===== src/rtl/seq_code_counter.sv =====
// Parametrised modulo-N up/down sequence counter with load, enable, carry/borrow and binary/Gray output.
// Optional wrap-sticky flag enabled by defining SEQ_CODE_COUNTER_STICKY_EN.
module seq_code_counter #(
    parameter int unsigned WIDTH     = 3,
    parameter int unsigned MODULUS   = 6,
    parameter int unsigned GRAY      = 1,
    parameter int unsigned RESET_VAL = 0
) (
    input  logic             clk,
    input  logic             reset,
    input  logic             en,
    input  logic             dir,
    input  logic             load,
    input  logic [WIDTH-1:0] load_val,
`ifdef SEQ_CODE_COUNTER_STICKY_EN
    input  logic             clr_sticky,
    output logic             sticky,
`endif
    output logic [WIDTH-1:0] idx,
    output logic [WIDTH-1:0] Q,
    output logic             C
);

    localparam int unsigned IW = WIDTH + 1;
    localparam logic [WIDTH:0] MOD_W  = IW'(MODULUS);
    localparam logic [WIDTH:0] LAST_W = IW'(MODULUS - 1);
    localparam logic [WIDTH:0] OFF_W  = IW'(((32'd1 << WIDTH) - MODULUS) / 2);
    localparam logic           RST_C  = (RESET_VAL == MODULUS - 1);

    // Reject illegal parameter combinations at elaboration
    if (WIDTH < 1 || WIDTH > 16 || MODULUS < 2 || MODULUS > (32'd1 << WIDTH) ||
        (GRAY != 0 && (MODULUS % 2) != 0) || RESET_VAL >= MODULUS) begin : g_bad_param
        initial begin
            $display("seq_code_counter: illegal parameters WIDTH=%0d MODULUS=%0d GRAY=%0d RESET_VAL=%0d",
                     WIDTH, MODULUS, GRAY, RESET_VAL);
            $finish;
        end
    end

    // Reflected-excess Gray: offset centres the used codes so the wrap is also one bit
    function automatic logic [WIDTH-1:0] enc(input logic [WIDTH:0] i);
        logic [WIDTH:0] g;
        g = (GRAY != 0) ? i + OFF_W : i;
        return (GRAY != 0) ? WIDTH'(g ^ (g >> 1)) : WIDTH'(g);
    endfunction

    logic [WIDTH:0] idx_w;
    logic [WIDTH:0] idx_nxt_c;
    logic           upd_c;
    logic           wrap_c;
    logic           c_nxt_c;

    assign idx_w = {1'b0, idx};

    // Next index: load beats count; arithmetic carried in WIDTH+1 bits
    always_comb begin
        idx_nxt_c = idx_w;
        upd_c     = 1'b0;
        wrap_c    = 1'b0;
        if (load) begin
            upd_c     = 1'b1;
            idx_nxt_c = ({1'b0, load_val} >= MOD_W) ? '0 : {1'b0, load_val};
        end else if (en) begin
            upd_c = 1'b1;
            if (!dir) begin
                if (idx_w == LAST_W) begin
                    idx_nxt_c = '0;
                    wrap_c    = 1'b1;
                end else begin
                    idx_nxt_c = idx_w + IW'(1);
                end
            end else begin
                if (idx_w == '0) begin
                    idx_nxt_c = LAST_W;
                    wrap_c    = 1'b1;
                end else begin
                    idx_nxt_c = idx_w - IW'(1);
                end
            end
        end
        c_nxt_c = dir ? (idx_nxt_c == '0) : (idx_nxt_c == LAST_W);
    end

    always_ff @(posedge clk) begin
        if (reset) begin
            idx <= WIDTH'(RESET_VAL);
            Q   <= enc(IW'(RESET_VAL));
            C   <= RST_C;
        end else if (upd_c) begin
            idx <= idx_nxt_c[WIDTH-1:0];
            Q   <= enc(idx_nxt_c);
            C   <= c_nxt_c;
        end
    end

`ifdef SEQ_CODE_COUNTER_STICKY_EN
    // Wrap has priority over clear so a wrap is never lost
    always_ff @(posedge clk) begin
        if (reset) begin
            sticky <= 1'b0;
        end else if (!load && wrap_c) begin
            sticky <= 1'b1;
        end else if (clr_sticky) begin
            sticky <= 1'b0;
        end
    end
`endif

endmodule


===== config.mk =====
export PLATFORM = sky130hd
export DESIGN_NAME = seq_code_counter
export DESIGN_NICKNAME = d
export VERILOG_FILES = /design/src/rtl/seq_code_counter.sv
export SDC_FILE = /design/constraint.sdc
export NUM_CORES = 1
export LEC_CHECK = 0
export CORE_AREA = 2 2 39 41
export CTS_CLUSTER_DIAMETER = 30
export DETAILED_ROUTE_END_ITERATION = 10
export DIE_AREA = 0 0 41 43
export GPL_ROUTABILITY_DRIVEN = 0
export GPL_TIMING_DRIVEN = 0
export PLACE_DENSITY = 0.7
export SYNTH_ARGS = -nofsm -noshare
export SYNTH_HDL_FRONTEND = slang
export SYNTH_SLANG_ARGS = --single-unit

===== constraint.sdc =====
create_clock -name clk -period 3 [get_ports clk]
set_clock_uncertainty 0.15 [all_clocks]
set_input_delay 0.6 -clock clk [delete_from_list [all_inputs] [get_ports clk]]
set_output_delay 0.6 -clock clk [all_outputs]
set_load 0.1 [all_outputs]

-- Word-level counts from Yosys, hierarchy flattened
Index checks and enable logic that the tools add are counted.
- input port bits: 8
- flip-flop bits (word level): 7
- word-level logic and storage cells: 21
- output and inout port bits: 7
- order comparisons: 1
- bitwise gates (word level): 1
- equality and inequality tests: 2
- add/sub/neg operators: 3
- mux-type cells: 9
- reduce and logical (&&, ||, !) cells: 2
- operators by type and width (kind ; count):
    $mux W4 ; 5
    $logic_not A4 Y1 ; 2
    $add A3 B1 Y4 const B ; 1
    $add A4 B1 Y4 const B ; 1
    $eq A4 B3 Y1 const B ; 1
    $sub A3 B1 Y4 const B ; 1
    $eq A3 B3 Y1 const B ; 1
    $ge A3 B3 Y1 const B ; 1
    $mux W1 ; 3
    $mux W3 ; 1
    $xor A3 B3 Y3 ; 1

-- Longest topological paths before layout
- word-level depth: 7
- gate-level depth with buffers: 11
- gate-level depth less buffers: 10

-- Worst setup path after synthesis
No wires, ideal clock.
- kind: register to register
- from: reg idx[0]
- to: reg Q[2]
- slack: -0.177 ns
- library setup time: 0.088 ns
- clock period less this slack: 3.177 ns
- data required time: 2.762 ns
- path buffers: 1
- data arrival time: 2.939 ns
- cell stages (with the launch flop): 12
- path through: dfxtp_1 > buf_4 > nor2_1 > ha_1 > nand2_1 > a31oi_1 > a31oi_2 > inv_1 > ha_1 > xor2_2 > or3_1 > a311oi_2
- cells in the longest elaborated chain, start to end: 7
- elaborated cells on any way between the ends: 11
- those cells by class: add/sub: 3; eq/ne: 1; mux: 5; bitwise: 1; reduce/logical: 1
- ends and longest elaborated chain (element ; line ; source):
    from (decl) ; 19 ; output logic [WIDTH-1:0] idx,
    from (signal assigned) ; 86 ; idx <= WIDTH'(RESET_VAL);
    from (signal assigned) ; 90 ; idx <= idx_nxt_c[WIDTH-1:0];
    $add A3 B1 Y4 (tied with other cells) ; 70 ; idx_nxt_c = idx_w + IW'(1);
    $mux W4 (on tied branches) ; 66, 73 ;
    $mux W4 ; 65 ; if (!dir) begin
    $mux W4 * ; 63 ; end else if (en) begin
    $mux W4 * ; 60 ; if (load) begin
    net idx_nxt_c[0] ; 48 ; logic [WIDTH:0] idx_nxt_c;
    $add A4 B1 Y4 * ; 43 ; g = (GRAY != 0) ? i + OFF_W : i;
    $xor A3 B3 Y3 * ; 44 ; return (GRAY != 0) ? WIDTH'(g ^ (g >> 1)) : WIDTH'(g);
    to (signal assigned) ; 87 ; Q <= enc(IW'(RESET_VAL));
    to (signal assigned) ; 91 ; Q <= enc(idx_nxt_c);
    to (decl) ; 20 ; output logic [WIDTH-1:0] Q,
The timed path passes the listed nets; every way through them passes the cells marked *.
A chain may end at the register's enable or synchronous reset.

-- Final worst setup path
- from: in en
- to: reg Q[2]
- cells in the longest elaborated chain, start to end: 4
- elaborated cells on any way between the ends: 6
- those cells by class: add/sub: 1; mux: 4; bitwise: 1
- ends and longest elaborated chain (element ; line ; source):
    from (decl) ; 11 ; input logic en,
    $mux W4 ; 63 ;
    $mux W4 ; 60 ;
    net idx_nxt_c[1] ; 48 ;
    $add A4 B1 Y4 ; 43 ;
    $xor A3 B3 Y3 ; 44 ;
The timed path passes the listed nets, and every way through them passes these cells.

==> impl_metrics.yaml <==
setup_path:
  endpoint: "Q[2]"
  r2r-end: "Q[2]"
  critical_path_arrival_ps: 2840
  crit_chain: "clkdlybuf4s50_1 > nor2b_2 > o2111ai_2 > o311ai_2 > inv_2 > ha_1 > xor2_2 > or3_1 > a311oi_2"
  crit_type: "input port to flop"
  r2r_slack_ps: 430
  cp_top_family: "buffers and inverters"
  cp-startpoint: "en"
  cp-start-kind: "input port"
  crit_cells: 9
  end_kind: "flop"
  worstPathRequired_ps: 3020
  crit_slowest_cell: "clkdlybuf4s50_1"
  r2r_start: "idx[2]"
  r2r_cells: 10
  crit_fanout: 6
  crit_path_max_incr_delay_ps: 580
  path_buf_inv: 2
final_layout:
  final_cell_mix: "clkdlybuf4s50_1, nor2_1, dfxtp_1, nand2_1, ha_1"
  fin_cells: 98
  nets: 95
  syn_to_final_growth_pct: 32.5
  final_common_cell: "clkdlybuf4s50_1"
  n_antenna_cell: 0
  drive_gt1_share_pct: 23.2
yosys:
  synth_area_leaders: "dfxtp_1, ha_1, nor2_1, mux2i_1, nand2_1"
  yosysWarningCount: 0
  syn-num-nets: 77
  synth_compound_gate_area_share_pct: 22.3
  synth_top_family_by_area: "simple AND/OR/NAND/NOR gates"
  async_flop_share_pct: 0
  synth_area_um2: 554
  synthFlopType: "dfxtp_1"
  yosys.area_share.adder_pct: 9.03
  synthCells: 65
  yosysTopAreaCell: "dfxtp_1"
  synth_xor_area_share_pct: 7.67
  synth_simple_gate_area_share_pct: 24.6
  synth_seq_area_share_pct: 25.3
  synth_mux_area_share_pct: 3.61
  synthDistinctLibCells: 35
  synth-seq-cells: 7
  synth_top_area_share_pct: 25.3
  syn_area_per_cell_um2: 8.53
  synth_edf_count: 0
global_route:
  overflow: 0
  grt_max_degree: 10
  grt_pass1_vias: 484
  gr-usage-all-layers_pct: 15.1
  grt_pass1_wl_mm: 1.90
  antenna_found_initial: 0
place:
  dp_cells: 94
  portBuffers: 13
  preCtsSetupSlack_ps: -125
  dpl.hpwl_um: 839
die:
  die_y_um: 43
  initial_core_util_pct: 40.1
  core_area_um2: 1380
  dieArea_um2: 1760
  die_x_um: 41
  rows: 14
  pin_count: 15
clocking:
  cts_setup_buffers: 0
  cts-root-buf: "clkbuf_4"
  cts_hold_buffers: 0
  cts.sinks: 7
  path_clk_slew_ps: 60
  ctsResizeCount: 0
  clk_latency_ps: 250
  cts_tree: "built"
  ctsHtreeMaxLevel: 1
  cts_buffers: 3
  ctsLongestPathBuffers: 2
sta:
  setup_viol: 0
  hold_ws_ps: 329
  finalWorstPathRequiredPeriod_ps: 2830
  final_max_slew_viol_count: 0
  slew_headroom_pct: 35.6
  fin_ws_ps: 171
  finalCritPeriodShare_pct: 94.3
  tightestPinTransition_ps: 964
  hold_violations: 0
  fmax_mhz: 353
  rsz0062_at_grt: "false"
detailed_routing:
  first_pass_iters: 4
  viasPerCell: 4.96
  routed_wl_mm: 1.06
  first_iter_violations: 8
  wl_per_cell_um: 10.8
  drc: 0
  vias: 486
  ant_nets: 0
power_and_ir_drop:
  sw_frac_of_total_pct: 42.8
  p_leak_nw: 0.293
  comb_power_share_pct: 45.7
  p_int_mw: 0.206
  ir_drop_uv: 165
  p_switching_mw: 0.154
  p_per_area_nw_per_um2: 490
  seqPwrFrac_pct: 30.5
  pwr-share-clk_pct: 23.7
run_status:
  status: "completed"
min_path:
  hold_path_depth: 2
  worstHoldPathType: "flop to flop"
flow_run:
  max_cap_violations: 0
[cells in the mapped netlist, types with 2 or more instances]
cell     number
nor2_1        9
or3_1         2
nand4_1       2
ha_1          4
nand2_1       5
dfxtp_1       7
a31oi_1       2
xnor2_1       2
a21oi_1       2
inv_1         3
inv_2         2
mux2i_1       2
[sequential cells by signal (all words and copies together) (netlist names)]
| signal | cells |
|---|---|
| C | 1 |
| Q | 3 |
| idx | 3 |
[power groups by stage]
stage / combinational [mW] / sequential [mW] / clock (mW)
2_1_floorplan: 0.0615 / 0.176 / 0
3_3_place_gp: 0.163 / 0.112 / 0
3_5_place_dp: 0.165 / 0.112 / 0
4_1_cts: 0.166 / 0.110 / 0.0881
5_1_grt: 0.178 / 0.112 / 0.0918
6_report: 0.165 / 0.110 / 0.0853
[cell families (layout without fill, tap and decap cells)]
kind of cell | count (synthesis) | after routing
buf+inv | 8 | 25
compound gates | 14 | 14
xor+xnor | 4 | 4
flops | 7 | 7
fa+ha+maj | 4 | 4
mux | 2 | 2
simple gates | 26 | 26
[final cells by class]
class                      instances  area (µm²)
buffer                             3        22.5
clock buffer                       3        22.5
clock inverter                     1        5.00
fill                             129         649
inverter                           5        18.8
multi-input combinational         50         373
sequential                         7         143
tap                               16        20.0
timing repair buffer              13         130
[tightest hold or removal path, stage by stage (launching register included)]
cell	delay (ps)
dfxtp_1	320
mux2i_1	60
nand2b_1	60
[worst min-delay path by stage]
stage	from	endpoint
global placement	Q[0]	Q[0]
detailed placement	Q[0]	Q[0]
floorplan	reset	idx[0]
finish	Q[0]	Q[0]
global route	Q[0]	Q[0]
CTS	Q[0]	Q[0]
[metal layers]
metal	track usage, %	share of wire [%]	up-vias
li1	-	-	262
met4	7.33	1.3	0
met2	21.3	47	13
met3	1.57	3.0	2
met1	21.9	49	209
met5	0	0	-
[per-stage QoR]
step / setup TNS, ps / power [mW] / utilization [%] / area [µm²]
floorplan: 0 / 0.237 / - / 557
global placement: -80.8 / 0.275 / 51.1 / 707
detailed placement: -125 / 0.277 / 51.1 / 707
CTS: 0 / 0.364 / 53.1 / 734
global route: 0 / 0.381 / 53.1 / 734
finish: 0 / 0.360 / 53.1 / 734
Power figures use the tool's default switching activity.
==> patch (same flow settings) <==
Set the parameter `WIDTH` to 4 (it was 3).
--- a/src/rtl/seq_code_counter.sv
+++ b/src/rtl/seq_code_counter.sv
@@ -3,3 +3,3 @@
 module seq_code_counter #(
-    parameter int unsigned WIDTH     = 3,
+    parameter int unsigned WIDTH     = 4,
     parameter int unsigned MODULUS   = 6,
Interface: changed (resized Q, idx and load_val); port bits go from 15 to 18. No check against the original RTL was run, so the function may have changed too.
==> patch against the unedited design <==
Total power rose by 18%; synthesized cell count rose by 42%; area after synthesis up 38%; design area up 30%; global-route usage increased by 6.6 points; fmax grew 0.71%; setup slack better by 0.020 ns; routed wire length up 46%; final cell count rose by 29%; sequential cell count up 2; critical path type unchanged; highest routed layer unchanged.
==> patch: results (changes against the unedited design) <==
Run status
  • Outcome: finished clean

Worst setup path
  • Launch instance of the worst register-to-register path: idx[0]
  • CP startpoint: dir
  • Critical Path AT: 2.81 ns (-0.03 ns)
  • Crit-path max FO: 7 (+1)
  • R2R setup slack: 0.69 ns (+0.26 ns)
  • R2R cell count: 10 (unchanged)
  • Worst setup endpoint: Q[1]
  • Crit-path slowest cell: clkdlybuf4s50_1
  • Max incr delay on CP: 0.62 ns (+0.04 ns)

Route
  • Wire per inst: 12.24 um (+13%)
  • Routed WL: 1.542 mm (+46%)
  • 1st-iter DRT viols: 9 (+1)
  • Vias: 669 (+38%)

Placement
  • Post-DP HPWL: 1.209 mm (+44%)
  • Placed cell areas: 933.4 um^2 (+32%)
  • Port bufs: 15 (+2)
  • Placed cell count: 123 (+31%)
  • Setup WS pre-CTS: -0.1131 ns (+0.01152 ns)

GRT
  • Largest net degree at the start of global routing: 11 (+1)
  • Number of global-route vias before repair: 621 (+28%)
  • First-pass GRT wire length: 2.628 mm (+38%)
  • GRT Total Usage: 21.65% (+6.6 points)

Yosys
  • Post-synth top cells: nor2_1 (12), dfxtp_1 (9), a21oi_1 (6)
  • Seq/Total Area, Yosys: 23.61% (-1.7 points)
  • Syn_nets: 104 (+35%)
  • Ranking of synthesized cells by area: dfxtp_1 (24%), nor2_1 (5.9%), ha_1 (4.9%)
  • Synth cell types: 42 (+20%)
  • Syn Area/Cell: 8.296 um^2 (-2.7%)

CTS
  • Clk_lat worst skew: ~0.26 ns
  • Root Buffer: clkbuf_4
  • Total CTS buffers: 3 (unchanged)
  • H-tree levels: 1 (unchanged)

STA
  • Relative slew slack: 35.09% (-0.47 points)
  • Slack of the critical path: 0.1907 ns (+0.02004 ns)
  • Final setup fails: 0 (unchanged)

Power and ir drop
  • Worst VDD drop: 0.0003922 V (+140%)
  • Leak pwr: 0.4061 nW (+39%)

Hold path
  • HP Class: reg2reg

Layout
  • Share of layout cells above drive strength 1: 12.73% (-10 points)
  • Largest regs: Q (4), idx (4), C (1)
[patch: worst min path at each step]
stage,start,cells after the start,end,slack (ns)
after detailed placement,Q[3],2,Q[3],0.35
after floorplan,load_val[3],3,idx[1],0.73
after global routing,C,2,C,0.40
after global placement,Q[3],2,Q[3],0.34
after CTS,Q[3],2,Q[3],0.36
final,Q[3],2,Q[3],0.35
[patch: metal layers]
layer	GRT usage, %	vias to the layer above	routed length (um)
met5	0	-	0
met4	4.000	0	5
met3	9.948	2	65
met2	31.25	12	701
met1	29.22	301	770
li1	-	354	-
[patch: report_power, final]
group / total (mW) / leakage [nW] / internal (mW) / switching, mW
Sequential: 0.136 / 0.0741 / 0.130 / 0.00594
Clock: 0.0918 / 0.0150 / 0.0512 / 0.0407
Combinational: 0.196 / 0.317 / 0.0669 / 0.129
Total: 0.424 / 0.406 / 0.248 / 0.176
[patch: cell families (layout without fill, tap and decap cells)]
family,count (synthesis),in the layout,share of synthesized area (%)
AOI/OAI and AO/OA,22,22,23.77
xor gates and xnor gates,8,8,9.179
adders and majority gates,3,3,4.919
buffers and inverters,10,28,6.556
DFF,9,9,23.61
muxes,2,2,3.278
and+or+nand+nor,38,38,28.69
[patch: tightest hold or removal path: stages (launching register included)]
cell and delay [ns]:
dfxtp_1 0.31, nor2_1 0.09, a311oi_1 0.05
[patch: cell type report]
type,count,area (um^2)
Buffer,5,31.28
Tap cell,16,20.02
Sequential cell,9,180.2
Multi-Input combinational cell,73,533.0
Fill cell,123,427.9
Inverter,4,15.01
Timing Repair Buffer,15,150.1
Clock buffer,4,26.28
[patch: per-stage QoR]
stage	setup TNS (ns)	hold slack (ns)
after CTS	0	0.3553
after global routing	0	0.4031
after floorplan	0	0.7323
final	0	0.3498
after detailed placement	-0.1131	0.3481
after global placement	-0.06310	0.3387
[patch: repair_timing]
item,in CTS,in global routing
endpoints found under the setup margin,0,1
hold buffers,0,0
setup buffers,0,0
